===== src/rtl/rr_arbiter_bin.sv =====
// rr_arbiter_bin: round-robin arbiter presenting the winner as a binary index with valid/ready
module rr_arbiter_bin #(
   parameter int NUM_REQ = 16,
   parameter int IDX_W   = 4
) (
   input  logic               clk,
   input  logic               reset,
   input  logic [NUM_REQ-1:0] req_i,
   input  logic               gnt_ready_i,
   output logic               gnt_valid_o,
   output logic [IDX_W-1:0]   gnt_idx_o,
   output logic [IDX_W-1:0]   ptr_o
);
   typedef enum logic {IDLE, GRANT} state_t;
   localparam logic [IDX_W-1:0] LAST = IDX_W'(NUM_REQ - 1);
   state_t state, state_nxt;
   logic [IDX_W-1:0] ptr, ptr_nxt, win, idx_nxt;
   logic [2**IDX_W-1:0] req_p;
   logic hs, found, load;
   assign hs = (state == GRANT) && gnt_ready_i;
   assign ptr_nxt = hs ? ((gnt_idx_o == LAST) ? '0 : gnt_idx_o + 1'b1) : ptr;
   assign load = (state == IDLE) || hs;
   assign gnt_valid_o = (state == GRANT);
   assign ptr_o = ptr;
   // scan requests ascending from the (possibly just-advanced) pointer, wrapping at NUM_REQ-1
   always_comb begin
      logic [IDX_W-1:0] scan;
      req_p = '0;
      req_p[NUM_REQ-1:0] = req_i;
      found = 1'b0;
      win = '0;
      scan = ptr_nxt;
      for (int k = 0; k < NUM_REQ; k++) begin
         if (!found && req_p[scan]) begin
            found = 1'b1;
            win = scan;
         end
         scan = (scan == LAST) ? '0 : scan + 1'b1;
      end
   end
   // load a new winner from IDLE or on a handshake; otherwise the grant stays frozen
   always_comb begin
      state_nxt = load ? (found ? GRANT : IDLE) : GRANT;
      idx_nxt = (load && found) ? win : gnt_idx_o;
   end
   // state, pointer and grant index registers
   always_ff @(posedge clk or posedge reset) begin
      if (reset) begin
         state <= IDLE;
         ptr <= '0;
         gnt_idx_o <= '0;
      end else begin
         state <= state_nxt;
         ptr <= ptr_nxt;
         gnt_idx_o <= idx_nxt;
      end
   end
endmodule


===== config.mk =====
export PLATFORM = sky130hd
export DESIGN_NAME = rr_arbiter_bin
export DESIGN_NICKNAME = d
export VERILOG_FILES = /design/src/rtl/rr_arbiter_bin.sv
export SDC_FILE = /design/constraint.sdc
export NUM_CORES = 1
export LEC_CHECK = 0
export ABC_AREA = 0
export BUFFER_PORTS_ARGS = -buffer_cell sky130_fd_sc_hd__buf_4
export CAP_MARGIN = 20
export CORE_MARGIN = 5
export CORE_UTILIZATION = 55
export DETAILED_ROUTE_END_ITERATION = 16
export PLACE_DENSITY = 0.77
export SYNTH_ARGS = -nofsm -noshare
export SYNTH_HDL_FRONTEND = slang
export SYNTH_SLANG_ARGS = --single-unit
export TNS_END_PERCENT = 100

===== constraint.sdc =====
create_clock -name clk -period 5.8 [get_ports clk]
set_input_delay 1.16 -clock clk [delete_from_list [all_inputs] [get_ports clk]]
set_output_delay 1.16 -clock clk [all_outputs]
set_load 0.01 [all_outputs]

==> results.yml <==
run_status:
  outcome: "finished clean"
floorplanning:
  dieArea_um2: 8600
  die_h_um: 92.7
  design.core.area_um2: 6720
  rows: 30
  die_w_um: 92.7
  ios: 28
  start_util: 0.560
critical_path:
  crit_path_top_delay_cell: "or4_1"
  arrival_ps: 5660
  crit_path_end_kind: "flip-flop"
  crit_path_start_kind: "primary input"
  critPathMaxStageDelay_ps: 560
  crit_required_ps: 5950
  crit_chain: "buf_4 -> nand3b_1 -> o21ai_4 -> ha_4 -> nand3_2 -> o22ai_4 -> or2_1 -> o21ai_2 -> a21bo_2 -> mux2_4 -> mux2i_4 -> mux2_4 -> mux2i_2 -> mux2_4 -> nand4b_4 -> or4_1 -> nor4_1 -> a21oi_1 -> o21ai_1"
  worst-setup-path-type: "primary input to flip-flop"
  crit_top_cell: "mux2_4"
  critPathMaxFanout: 8
job:
  cap_violations: 0
clock_network:
  insertion_delay_ps: 230
  path_clk_slew_ps: 40
  cts_buffer_depth: 2
  hold_buffers: 0
  cts_tree: "yes"
  cts.sinks: 9
  cts-root-buf: "clkbuf_8"
  htreeDepth: 1
  cts_buffers: 3
synthesis:
  syn_area_per_cell_um2: 7.14
  yosys_warnings: 0
  synthArstFlopShare: 1.00
  syn_nets: 551
  synth.distinct_cells: 81
  synth_area_leader_cell: "mux2i_1"
  ys.flop_type: "dfrtp_1"
  synth_seq_cells: 9
  synth_top_area_share: 0.128
  synth_area_um2: 3760
  synthCells: 527
  synth_edf_count: 0
  synth_area_leaders: "mux2i_1 13%, nand2_1 6.6%, mux2_2 6.6%"
  ys_seq_area_frac: 0.0598
placement:
  dpl.hpwl_mm: 11.9
  place.gp.congestion: 1.01
  portBuffers: 27
layout:
  fin_util: 0.682
  antennaDiodeCount: 0
  area_growth_pct: 21.6
  fin_nets: 608
  drive_above_1_share: 0.281
route:
  via_per_inst: 7.20
  wl_per_cell_um: 22.8
  drc: 0
  firstDrtPassIters: 6
  drtIter0Drc: 488
  route.vias.total: 4772
  ant_nets: 0
  wirelength_mm: 15.1
global_route:
  grtUsageTotal: 0.347
  antenna_found_initial: 0
  grt_pass1_vias: 4452
  grt_max_degree: 31
  grt_pass1_wl_mm: 23.6
  grt-ovfl-total: 0
timing:
  clock_skew_ps: 2.17
  rsz0062_at_grt: "false"
  slew_violations: 0
  max_slew_margin: 0.481
  min_period_over_period: 0.950
  period_minus_slack_ps: 5510
  hold_viol_final: 0
  tightest_slew_ps: 774
  fmax_ghz: 0.181
  setup_viol: 0
min_path:
  worst_hold_path_type: "flip-flop to flip-flop"
-- state kept, by name, indices dropped and copies added, names as in the netlist --
signal	flops
gnt_valid_o	1
gnt_idx_o	4
ptr_o	4
-- logic make-up (layout without fill, tap and decap cells) --
logic type,count (synthesis),count (layout),share of synthesized area
simple gates,192,192,0.254
fa+ha+maj,5,5,0.0166
flops,9,9,0.0598
mux,82,82,0.259
xor+xnor,6,6,0.0176
buf+inv,54,110,0.0621
compound gates,179,179,0.330
-- final timing paths --
kind / from / end / slack [ps] / cells after the start
hold reg to reg: gnt_idx_o[3] / gnt_idx_o[3] / 670 / 2
min in group asynchronous: reset / ptr_o[0] / 910 / 2
hold / removal: gnt_idx_o[3] / gnt_idx_o[3] / 670 / 2
max in group asynchronous: reset / gnt_idx_o[3] / 4610 / 2
setup / recovery: gnt_ready_i / gnt_idx_o[2] / 290 / 19
setup reg to reg: gnt_idx_o[0] / gnt_idx_o[2] / 470 / 22
-- synthesized netlist by cell type (all sizes together) (3+ instances only) --
| master | instances |
|---|---|
| nand2 | 66 |
| mux2i | 50 |
| nor2 | 40 |
| o21ai | 39 |
| a21oi | 37 |
| mux2 | 25 |
| nor3 | 20 |
| clkbuf | 19 |
| buf | 18 |
| inv | 17 |
| nand3 | 15 |
| a31oi | 11 |
| a211oi | 10 |
| nor4 | 10 |
| dfrtp | 9 |
| o22ai | 8 |
| a221o | 7 |
| mux4 | 7 |
| a221oi | 6 |
| o211ai | 6 |
| o21a | 6 |
| or3 | 6 |
| a21o | 5 |
| a2bb2oi | 5 |
| ha | 5 |
| nor2b | 5 |
| o31ai | 5 |
| a22oi | 4 |
| and3 | 4 |
| nand3b | 4 |
| or2 | 4 |
| xnor2 | 4 |
| a21bo | 3 |
| a21boi | 3 |
| a32o | 3 |
| nor3b | 3 |
| o31a | 3 |
-- critical path, delay by kind of cell --
family | cells | cell delay [ps]
muxes | 5 | 1600
and+or+nand+nor | 6 | 1490
AOI/OAI and AO/OA | 6 | 1050
adders and majority gates | 1 | 230
buffers and inverters | 1 | 120
-- layer usage --
metal / GRT usage / vias to the layer above / share of wire
met1: 0.469 / 2229 / 0.39
met3: 0.0431 / 71 / 0.11
met4: 0.165 / 0 / 0.053
met2: 0.547 / 338 / 0.44
li1: - / 2134 / -
met5: 0 / - / 0
-- stage by stage --
step | setup TNS [ps] | worst slack, ps | area, µm² | instances | hold WS [ps]
floorplan | 0 | 14.0 | 3890 | 527 | 567
global placement | 0 | 77.4 | 4450 | 656 | 639
detailed placement | -29.5 | -24.5 | 4450 | 656 | 622
CTS | 0 | 184 | 4500 | 660 | 650
global route | 0 | 52.9 | 4580 | 663 | 686
finish | 0 | 289 | 4580 | 663 | 666
-- repair_timing --
item                                    in CTS  in global routing
gates resized for setup                      0                  9
buffers inserted                             0                  3
endpoints found under the setup margin       0                  3
-- final cells by class --
class | count | area (µm²)
sequential | 9 | 225
inverter | 17 | 63.8
tap | 80 | 100
multi-input combinational | 464 | 3450
fill | 557 | 2140
timing repair buffer | 89 | 693
clock buffer | 4 | 45.0
-- layout by cell type, fill, tap and decap left out, drive strengths merged, types with 7 or more instances in the layout --
cell,netlist,layout
a31oi,11,11
nand2,66,66
nor2,40,40
buf,18,89
nor3,20,20
a211oi,10,10
a221o,7,7
dfrtp,9,9
nand3,15,15
mux2i,50,50
o21ai,39,39
o22ai,8,8
mux4,7,7
nor4,10,10
mux2,25,25
a21oi,37,37
inv,17,17
Power is left out: the tool's default activity adds up to more than one toggle a clock period on the data nets, which glitch-free logic cannot reach.
